**src/rtl/cordic_issue_ctrl.sv**
```systemverilog
// Request queue, mode-aware issue FSM, latency-tracking token pipe and result FIFO around the CORDIC core.
// Define CORDIC_RANGE_CHK_EN to flag rotate requests whose angle magnitude exceeds PI (res_err).
module cordic_issue_ctrl #(
  parameter int CORDIC_LAT = 10,
  parameter int REQ_DEPTH  = 4,
  parameter int RES_DEPTH  = 8,
  parameter int TAG_W      = 4
) (
  input  logic             i_clk,
  input  logic             i_rst_n,
  input  logic             i_req_valid,
  output logic             o_req_ready,
  input  logic             i_req_mode,
  input  logic [15:0]      i_req_x,
  input  logic [15:0]      i_req_y,
  input  logic [15:0]      i_req_angle,
  input  logic [TAG_W-1:0] i_req_tag,
  output logic             o_res_valid,
  input  logic             i_res_ready,
  output logic [15:0]      o_res_a,
  output logic [15:0]      o_res_b,
  output logic [TAG_W-1:0] o_res_tag,
  output logic             o_res_mode,
  output logic             o_res_err,
  output logic             o_op_mode,
  output logic [15:0]      o_x_coordinate,
  output logic [15:0]      o_y_coordinate,
  output logic [15:0]      o_rotate_amount,
  input  logic [15:0]      i_x_or_phase_out,
  input  logic [15:0]      i_y_or_size_out,
  output logic             o_busy
);

  localparam int RQ_AW = $clog2(REQ_DEPTH);
  localparam int RQ_CW = RQ_AW + 1;
  localparam int RS_AW = $clog2(RES_DEPTH);
  localparam int RS_CW = RS_AW + 1;
  localparam int IF_W  = $clog2(CORDIC_LAT + 1);
  localparam int CR_W  = $clog2(CORDIC_LAT + RES_DEPTH + 1);
  localparam int REQ_W = TAG_W + 49;
  localparam int TOK_W = TAG_W + 2;
  localparam int RES_W = TOK_W + 32;

  typedef enum logic {S_RUN, S_DRAIN} state_t;

  // ---------------- request FIFO ----------------
  logic [REQ_W-1:0] r_req_mem [REQ_DEPTH];
  logic [RQ_AW-1:0] r_req_wr, r_req_rd;
  logic [RQ_CW-1:0] r_req_cnt, w_req_cnt_next;
  logic             r_req_ready;
  logic             w_req_push, w_req_pop, w_req_empty;
  logic [REQ_W-1:0] w_head;
  logic             w_head_mode, w_head_err;
  logic [15:0]      w_head_x, w_head_y, w_head_ang;
  logic [TAG_W-1:0] w_head_tag;

  assign o_req_ready = r_req_ready;
  assign w_req_push  = i_req_valid & r_req_ready;
  assign w_req_empty = (r_req_cnt == '0);
  assign w_head      = r_req_mem[r_req_rd];
  assign w_head_tag  = w_head[TAG_W-1:0];
  assign w_head_ang  = w_head[TAG_W+15:TAG_W];
  assign w_head_y    = w_head[TAG_W+31:TAG_W+16];
  assign w_head_x    = w_head[TAG_W+47:TAG_W+32];
  assign w_head_mode = w_head[TAG_W+48];

`ifdef CORDIC_RANGE_CHK_EN
  assign w_head_err = !w_head_mode && (w_head_ang[14:0] > 15'h0324);
`else
  assign w_head_err = 1'b0;
`endif

  always_ff @(posedge i_clk) begin
    if (w_req_push) r_req_mem[r_req_wr] <= {i_req_mode, i_req_x, i_req_y, i_req_angle, i_req_tag};
  end

  always_comb begin
    w_req_cnt_next = r_req_cnt;
    if (w_req_push && !w_req_pop)      w_req_cnt_next = r_req_cnt + RQ_CW'(1);
    else if (!w_req_push && w_req_pop) w_req_cnt_next = r_req_cnt - RQ_CW'(1);
  end

  // Ready is registered so it is 0 throughout reset and rises on the first edge after release.
  always_ff @(posedge i_clk or negedge i_rst_n) begin
    if (!i_rst_n) begin
      r_req_wr    <= '0;
      r_req_rd    <= '0;
      r_req_cnt   <= '0;
      r_req_ready <= 1'b0;
    end else begin
      if (w_req_push) r_req_wr <= r_req_wr + RQ_AW'(1);
      if (w_req_pop)  r_req_rd <= r_req_rd + RQ_AW'(1);
      r_req_cnt   <= w_req_cnt_next;
      r_req_ready <= (w_req_cnt_next != RQ_CW'(REQ_DEPTH));
    end
  end

  // ---------------- issue FSM ----------------
  state_t           r_state;
  logic             r_cur_mode;
  logic [IF_W-1:0]  r_inflight;
  logic [RS_CW-1:0] r_res_cnt;
  logic [CR_W-1:0]  w_credit;
  logic             w_issue, w_pipe_out;

  assign w_credit  = CR_W'(r_inflight) + CR_W'(r_res_cnt);
  assign w_issue   = (r_state == S_RUN) && !w_req_empty && (w_head_mode == r_cur_mode) &&
                     (w_credit < CR_W'(RES_DEPTH));
  assign w_req_pop = w_issue;

  // The core formats outputs from the live op_mode, so the mode only changes with an empty pipe.
  always_ff @(posedge i_clk or negedge i_rst_n) begin
    if (!i_rst_n) begin
      r_state    <= S_RUN;
      r_cur_mode <= 1'b0;
    end else begin
      case (r_state)
        S_RUN: begin
          if (!w_req_empty && (w_head_mode != r_cur_mode)) r_state <= S_DRAIN;
        end
        S_DRAIN: begin
          if (r_inflight == '0) begin
            r_cur_mode <= w_head_mode;
            r_state    <= S_RUN;
          end
        end
        default: r_state <= S_RUN;
      endcase
    end
  end

  assign o_op_mode       = r_cur_mode;
  assign o_x_coordinate  = w_issue ? w_head_x : 16'h0000;
  assign o_y_coordinate  = w_issue ? w_head_y : 16'h0000;
  assign o_rotate_amount = (w_issue && !w_head_mode) ? w_head_ang : 16'h0000;

  // ---------------- token pipe ----------------
  logic             w_stg_vld [CORDIC_LAT];
  logic [TOK_W-1:0] w_stg_tok [CORDIC_LAT];
  logic             r_pipe_vld [CORDIC_LAT];
  logic [TOK_W-1:0] r_pipe_tok [CORDIC_LAT];

  assign w_stg_vld[0] = w_issue;
  assign w_stg_tok[0] = {w_head_mode, w_head_err, w_head_tag};

  for (genvar gi = 1; gi < CORDIC_LAT; gi++) begin : g_link
    assign w_stg_vld[gi] = r_pipe_vld[gi-1];
    assign w_stg_tok[gi] = r_pipe_tok[gi-1];
  end

  for (genvar gi = 0; gi < CORDIC_LAT; gi++) begin : g_stage
    always_ff @(posedge i_clk or negedge i_rst_n) begin
      if (!i_rst_n) begin
        r_pipe_vld[gi] <= 1'b0;
        r_pipe_tok[gi] <= '0;
      end else begin
        r_pipe_vld[gi] <= w_stg_vld[gi];
        r_pipe_tok[gi] <= w_stg_tok[gi];
      end
    end
  end

  assign w_pipe_out = r_pipe_vld[CORDIC_LAT-1];

  always_ff @(posedge i_clk or negedge i_rst_n) begin
    if (!i_rst_n) begin
      r_inflight <= '0;
    end else if (w_issue && !w_pipe_out) begin
      r_inflight <= r_inflight + IF_W'(1);
    end else if (!w_issue && w_pipe_out) begin
      r_inflight <= r_inflight - IF_W'(1);
    end
  end

  // ---------------- result FIFO ----------------
  logic [RES_W-1:0] r_res_mem [RES_DEPTH];
  logic [RS_AW-1:0] r_res_wr, r_res_rd;
  logic             w_res_pop;
  logic [RES_W-1:0] w_res_head;

  assign o_res_valid = (r_res_cnt != '0);
  assign w_res_pop   = o_res_valid & i_res_ready;
  assign w_res_head  = r_res_mem[r_res_rd];

  always_ff @(posedge i_clk) begin
    if (w_pipe_out) r_res_mem[r_res_wr] <= {i_x_or_phase_out, i_y_or_size_out, r_pipe_tok[CORDIC_LAT-1]};
  end

  // Credit gating at issue guarantees a free slot whenever a token leaves the pipe.
  always_ff @(posedge i_clk or negedge i_rst_n) begin
    if (!i_rst_n) begin
      r_res_wr  <= '0;
      r_res_rd  <= '0;
      r_res_cnt <= '0;
    end else begin
      if (w_pipe_out) r_res_wr <= r_res_wr + RS_AW'(1);
      if (w_res_pop)  r_res_rd <= r_res_rd + RS_AW'(1);
      if (w_pipe_out && !w_res_pop)      r_res_cnt <= r_res_cnt + RS_CW'(1);
      else if (!w_pipe_out && w_res_pop) r_res_cnt <= r_res_cnt - RS_CW'(1);
    end
  end

  assign o_res_a    = o_res_valid ? w_res_head[RES_W-1 -: 16] : 16'h0000;
  assign o_res_b    = o_res_valid ? w_res_head[RES_W-17 -: 16] : 16'h0000;
  assign o_res_mode = o_res_valid & w_res_head[TAG_W+1];
  assign o_res_err  = o_res_valid & w_res_head[TAG_W];
  assign o_res_tag  = o_res_valid ? w_res_head[TAG_W-1:0] : '0;

  assign o_busy = (r_req_cnt != '0) || (r_inflight != '0) || (r_res_cnt != '0);

endmodule
```
**config.mk**
```make
export PLATFORM = sky130hd
export DESIGN_NAME = cordic_issue_ctrl
export DESIGN_NICKNAME = d
export VERILOG_FILES = /design/src/rtl/cordic_issue_ctrl.sv
export SDC_FILE = /design/constraint.sdc
export NUM_CORES = 1
export LEC_CHECK = 0
export CAP_MARGIN = 20
export CORE_UTILIZATION = 55
export CTS_BUF_LIST = sky130_fd_sc_hd__clkbuf_4
export CTS_CLUSTER_DIAMETER = 100
export DETAILED_ROUTE_END_ITERATION = 12
export PLACE_DENSITY = 0.76
export SLEW_MARGIN = 5
export SYNTH_ARGS = -nofsm -noshare
export SYNTH_HDL_FRONTEND = slang
export SYNTH_SLANG_ARGS = --single-unit
```
**constraint.sdc**
```tcl
create_clock -name i_clk -period 4.6 [get_ports i_clk]
set_input_delay 1.38 -clock i_clk [delete_from_list [all_inputs] [get_ports i_clk]]
set_output_delay 1.38 -clock i_clk [all_outputs]
set_load 0.005 [all_outputs]
```
[Yosys cells after proc, flatten, opt, wreduce, memory -nomap -nowiden]
Memory sizes are Yosys's and may differ from the RTL's.
Cells that the tools add are included.
Word-level totals
  register bits after elaboration: 84
  RAM bits: 508
  input bits: 89
  logic and storage cells: 98
  memories kept: 2
Memory list
  r_res_mem: depth 8, width 37, rd ports 1, clocked after Yosys merged registers in 0, write ports 1, RTL line 176  | logic [RES_W-1:0] r_res_mem [RES_DEPTH];
  r_req_mem: depth 4, width 53, rd ports 1, clocked after Yosys merged registers in 0, write ports 1, RTL line 47  | logic [REQ_W-1:0] r_req_mem [REQ_DEPTH];
Operators by class
  add/subtract/negate cells: 11
  order comparisons: 1
  equal/unequal tests: 3
  mux-type cells: 19
  bitwise gates (word level): 5
  reduce and logical (&&, ||, !) cells: 27
Operators by type and width (number)
  $mux 16: 5
  $mux 4: 5
  $logic_and 1x1->1: 11
  $add 3x1->3 const B: 3
  $add 4x1->4 const B: 2
  $reduce_bool 4->1: 2
  $sub 4x1->4 const B: 2
  $logic_not 1->1: 6
  $mux 1: 6
  $mux 3: 2
  $add 4x4->5: 1
  $lt 5x4->1 const B: 1
  $add 2x1->2 const B: 2
  $logic_not 4->1: 1
  $reduce_bool 2->1: 2
  $and 1x1->1: 3
  $logic_not 3->1: 1
  $ne 3x3->1 const B: 1
  $reduce_bool 3->1: 1
  $sub 3x1->3 const B: 1
  $logic_or 1x1->1: 2
  $pmux 1 s2: 1
  $reduce_and 2->1: 1
  $and 1x1->1 const B: 1
  3 further kinds: 3

[Depth between registers and ports, before layout]
  word-level depth: 9
  gate-level depth with buffers: 15
  gate-level depth less buffers: 14

[Worst setup path before layout]
No wires, ideal clock.
  kind: register to register
  start: register r_res_wr[2]
  end: memory r_res_mem[0][0] in the netlist's numbering, enable pin
  library setup time: 0.477 ns
  arrival time: 3.115 ns
  data required time: 4.123 ns
  slack: 1.007 ns
  stages on the path, launching flop included: 3
  period minus slack after synthesis: 3.593 ns
  path through: dfrtp_1 -> nand2b_1 -> nor3_1
RTL lines
  from (decl): RTL line 177  | logic [RS_AW-1:0] r_res_wr, r_res_rd;
  from (signal assigned): RTL line 196  | if (w_pipe_out) r_res_wr <= r_res_wr + RS_AW'(1);
  to (decl): RTL line 176
No word-level cell before the write port.

[Final worst setup path]
  start: register r_inflight[3]
  end: output port o_rotate_amount[15]
Between the ends
  word-level cells in the longest chain between the ends: 5
Ends and longest elaborated chain
  from (decl): RTL line 101  | logic [IF_W-1:0] r_inflight;
  from (signal assigned): RTL line 169  | r_inflight <= r_inflight + IF_W'(1);
  from (signal assigned): RTL line 171  | r_inflight <= r_inflight - IF_W'(1);
  $add 4x4->5: RTL line 106  | assign w_credit = CR_W'(r_inflight) + CR_W'(r_res_cnt);
  $lt 5x4->1: RTL line 108  | (w_credit < CR_W'(RES_DEPTH));
  $logic_and 1x1->1: RTL line 107  | assign w_issue = (r_state == S_RUN) && !w_req_empty && (w_head_mode == r_cur_mode) &&
  $logic_and 1x1->1: RTL line 135  | assign o_rotate_amount = (w_issue && !w_head_mode) ? w_head_ang : 16'h0000;
  $mux 16: RTL line 135
  to (decl): RTL line 28  | output logic [15:0] o_rotate_amount,
Every way passes these cells.

==> out/qor.yml <==
cts_tree: "yes"
finClkSkew_ns: 0.0369
cts.clk_slew.worst_paths_ns: 0.07
path_cells: "ha_1 -> or3_4 -> nor3_4 -> buf_6 -> nand3_4 -> buf_8 -> buf_4 -> nor2b_1 -> dlygate4sd2_1"
rows: 73
drive_above_1_share: 0.307
yosysWarnings: 0
place_hpwl_um: 23300
relSlewSlack: 0.361
die_x_um: 203
max_stage_delay_ns: 0.40
hold_viol: 0
dp_cells: 1689
r2r_start: "r_inflight[3]$_DFFE_PN0P_"
gp_congestion: 0.727
syn_area_um2: 22100
drv_cap: 0
fp.dieH_um: 203
startpoint: "r_inflight[3]$_DFFE_PN0P_"
holdCritStartpoint: "r_pipe_vld[1]$_DFF_PN0_"
setup_violations: 0
clk_latency_ns: 0.83
avgSynthCellArea_um2: 22.0
min_delay_path_depth: 0
finalMaxSlewViolations: 0
critPathMaxFanout: 6
cts_buffers: 147
area_delta_synth_final_pct: 21.8
routed_wl_um: 42800
worst-r2r-cell-count: 16
cp_top_family: "simple AND/OR/NAND/NOR gates"
max_freq_ghz: 0.223
finalNonFillerCells: 1982
p_per_area_nw_per_um2: 607
drc_errors: 0
core_um2: 39700
ant_nets: 0
timing.critical_path.buf_inv: 4
status: "complete, no violations"
critPathCaptureType: "primary output"
routedWlPerCell_um: 21.6
grt_overflow_total: 0
fillers: 2567
syn_inst: 1004
whs_ns: 0.339
ioPinCount: 179
hold_path.class: "register to register"
dieArea_um2: 41000
worstMarginPinSlew_ns: 0.956
slowest_stage: "dfrtp_1"
syn_nets: 1113
num_vias: 10800
cp.arrival_ns: 3.10
period_share: 0.973
path_class: "register to primary output"
nNetsFinal: 1448
port-buffer-count: 177
initial_core_util: 0.557
grt_antenna_before_repair: 3
clockBufferDepth: 3
max-vdd-ir-drop_v: 0.000311
drtIter0Drc: 603
grt_pass1_vias: 11900
cp-start-kind: "register"
clockRootBuffer: "clkbuf_4"
cts.sinks: 592
yosys.cell_types.count: 42
cp.required_ns: 3.22
grt_max_degree: 65
rsz0062_at_grt: "true"
synth-seq-cells: 592
worst-path-stages: 9
routed_via_density: 5.47
htreeDepth: 4
grt_first_pass_wirelength_um: 66000
p_leak_uw: 0.00963
first_pass_iters: 5
grt_usage: 0.215
synth_seq_area_share: 0.784
period_needed_ns: 4.48
## metal layers
| layer | GRT usage | up-vias | part of all wire | routed length, µm |
|---|---|---|---|---|
| met5 | 0 | - | 0.00073 | 31 |
| met4 | 0.0698 | 4 | 0.012 | 529 |
| met3 | 0.0703 | 49 | 0.074 | 3180 |
| met2 | 0.357 | 393 | 0.51 | 21900 |
| met1 | 0.271 | 5578 | 0.40 | 17100 |
| li1 | - | 4819 | - | - |
## what timing repair did
item	4_1_cts	5_1_grt
gates resized for setup	58	16
setup endpoints to repair	48	23
setup buffers	12	10
hold buffers	0	0
gates cloned	3	0
pin swaps	3	4
endpoints found under the hold margin	0	0
## layout by cell type, fill, tap and decap left out, drive strengths merged, types with 2 or more instances in the layout
cell type / count
a21o: 2
a21oi: 2
a31oi: 2
and2: 34
and3: 6
buf: 50
bufinv: 5
clkbuf: 220
clkdlybuf4s15: 3
clkdlybuf4s50: 128
clkinv: 39
clkinvlp: 3
dfrtp: 84
diode: 2
dlygate4sd2: 38
dlymetal6s2s: 4
edfxtp: 508
fa: 2
ha: 18
inv: 13
mux2: 5
mux2i: 38
mux4: 127
nand2: 12
nand2b: 3
nand3: 5
nor2: 47
nor2b: 17
nor3: 3
nor4: 2
o21ai: 6
or3: 3
xnor2: 15
xor2: 3
## synthesized netlist by cell type, drive strengths merged
master	count	area share
conb	1	0.00017
mux2	5	0.0025
xor2	3	0.0012
nand2	12	0.0020
and3	6	0.0017
a31oi	2	0.00057
mux4	127	0.13
nand2b	3	0.00085
clkinv	1	0.00023
inv	9	0.0015
fa	2	0.0018
mux2i	38	0.017
and2	34	0.0096
a32o	1	0.00045
edfxtp	508	0.69
nand3	5	0.0014
nor4b	1	0.00040
nor2b	17	0.0048
and4	1	0.00040
xnor2	15	0.0068
o211ai	1	0.00034
o21ai	6	0.0014
a32oi	1	0.00040
nor3	3	0.00090
a21oi	2	0.00045
clkbuf	22	0.0037
nor4	2	0.00057
or3	3	0.00085
nor2	47	0.0080
a21o	2	0.00068
buf	20	0.0046
dfrtp	84	0.095
a311o	1	0.00045
nand4	1	0.00028
ha	18	0.010
## kinds of logic after synthesis
group / Yosys count / synth area share
adder cells (fa/ha/maj): 20 / 0.0120
XOR/XNOR: 18 / 0.00797
flip-flops: 592 / 0.784
other: 1 / 0.000169
multiplexers: 170 / 0.149
AND/OR/NAND/NOR: 135 / 0.0317
AO/OA/AOI/OAI: 16 / 0.00469
buffers and inverters: 52 / 0.0101
## power by group
part,switching (µW),total (µW),internal [µW]
sequential,409,7180,6770
clock,2010,4460,2450
combinational,2190,4720,2530
## sequential cells by signal, indices dropped and copies added, names as in the netlist, 2 cells and up
| register | cells |
|---|---|
| r_inflight | 4 |
| r_pipe_tok | 50 |
| r_req_cnt | 3 |
| r_res_cnt | 4 |
| r_pipe_vld | 9 |
| r_res_mem | 296 |
| r_res_rd | 3 |
| r_req_rd | 2 |
| r_res_wr | 3 |
| r_req_wr | 2 |
| r_req_mem | 212 |
## stage by stage
step | power (µW) | worst slack (ns) | utilization | instance area, µm² | setup TNS (ns)
floorplan | 9970 | 1.01 | - | 22100 | 0
global placement | 11700 | 0.566 | 0.622 | 24700 | 0
detailed placement | 11900 | 0.488 | 0.622 | 24700 | 0
CTS | 16500 | -0.0382 | 0.675 | 26800 | -0.0382
global route | 17200 | -0.0586 | 0.678 | 27000 | -0.208
finish | 16400 | 0.123 | 0.678 | 27000 | 0
## path summary, 6_finish.rpt
path | to | slack, ns
setup / recovery | o_rotate_amount[15] | 0.12
hold / removal | w_pipe_out$_DFF_PN0_ | 0.34
setup reg to reg | r_inflight[3]$_DFFE_PN0P_ | 1.24
hold reg to reg | w_pipe_out$_DFF_PN0_ | 0.34
max in group asynchronous | r_state$_DFF_PN0_ | 3.14
min in group asynchronous | r_req_wr[1]$_DFFE_PN0P_ | 0.65
## area by class of cell
| cell class | instances | area [µm²] | share of cell area |
|---|---|---|---|
| Clock inverter | 48 | 337 | 0.0125 |
| Timing Repair Buffer | 226 | 2230 | 0.0828 |
| Clock buffer | 217 | 1630 | 0.0604 |
| Antenna cell | 2 | 5.00 | 0.000186 |
| Inverter | 10 | 50.0 | 0.00186 |
| Timing Repair inverter | 2 | 25.0 | 0.000928 |
| Multi-Input combinational cell | 360 | 4650 | 0.173 |
| Tap cell | 525 | 657 | 0.0244 |
| Sequential cell | 592 | 17400 | 0.644 |
Power figures use the tool's default switching activity.
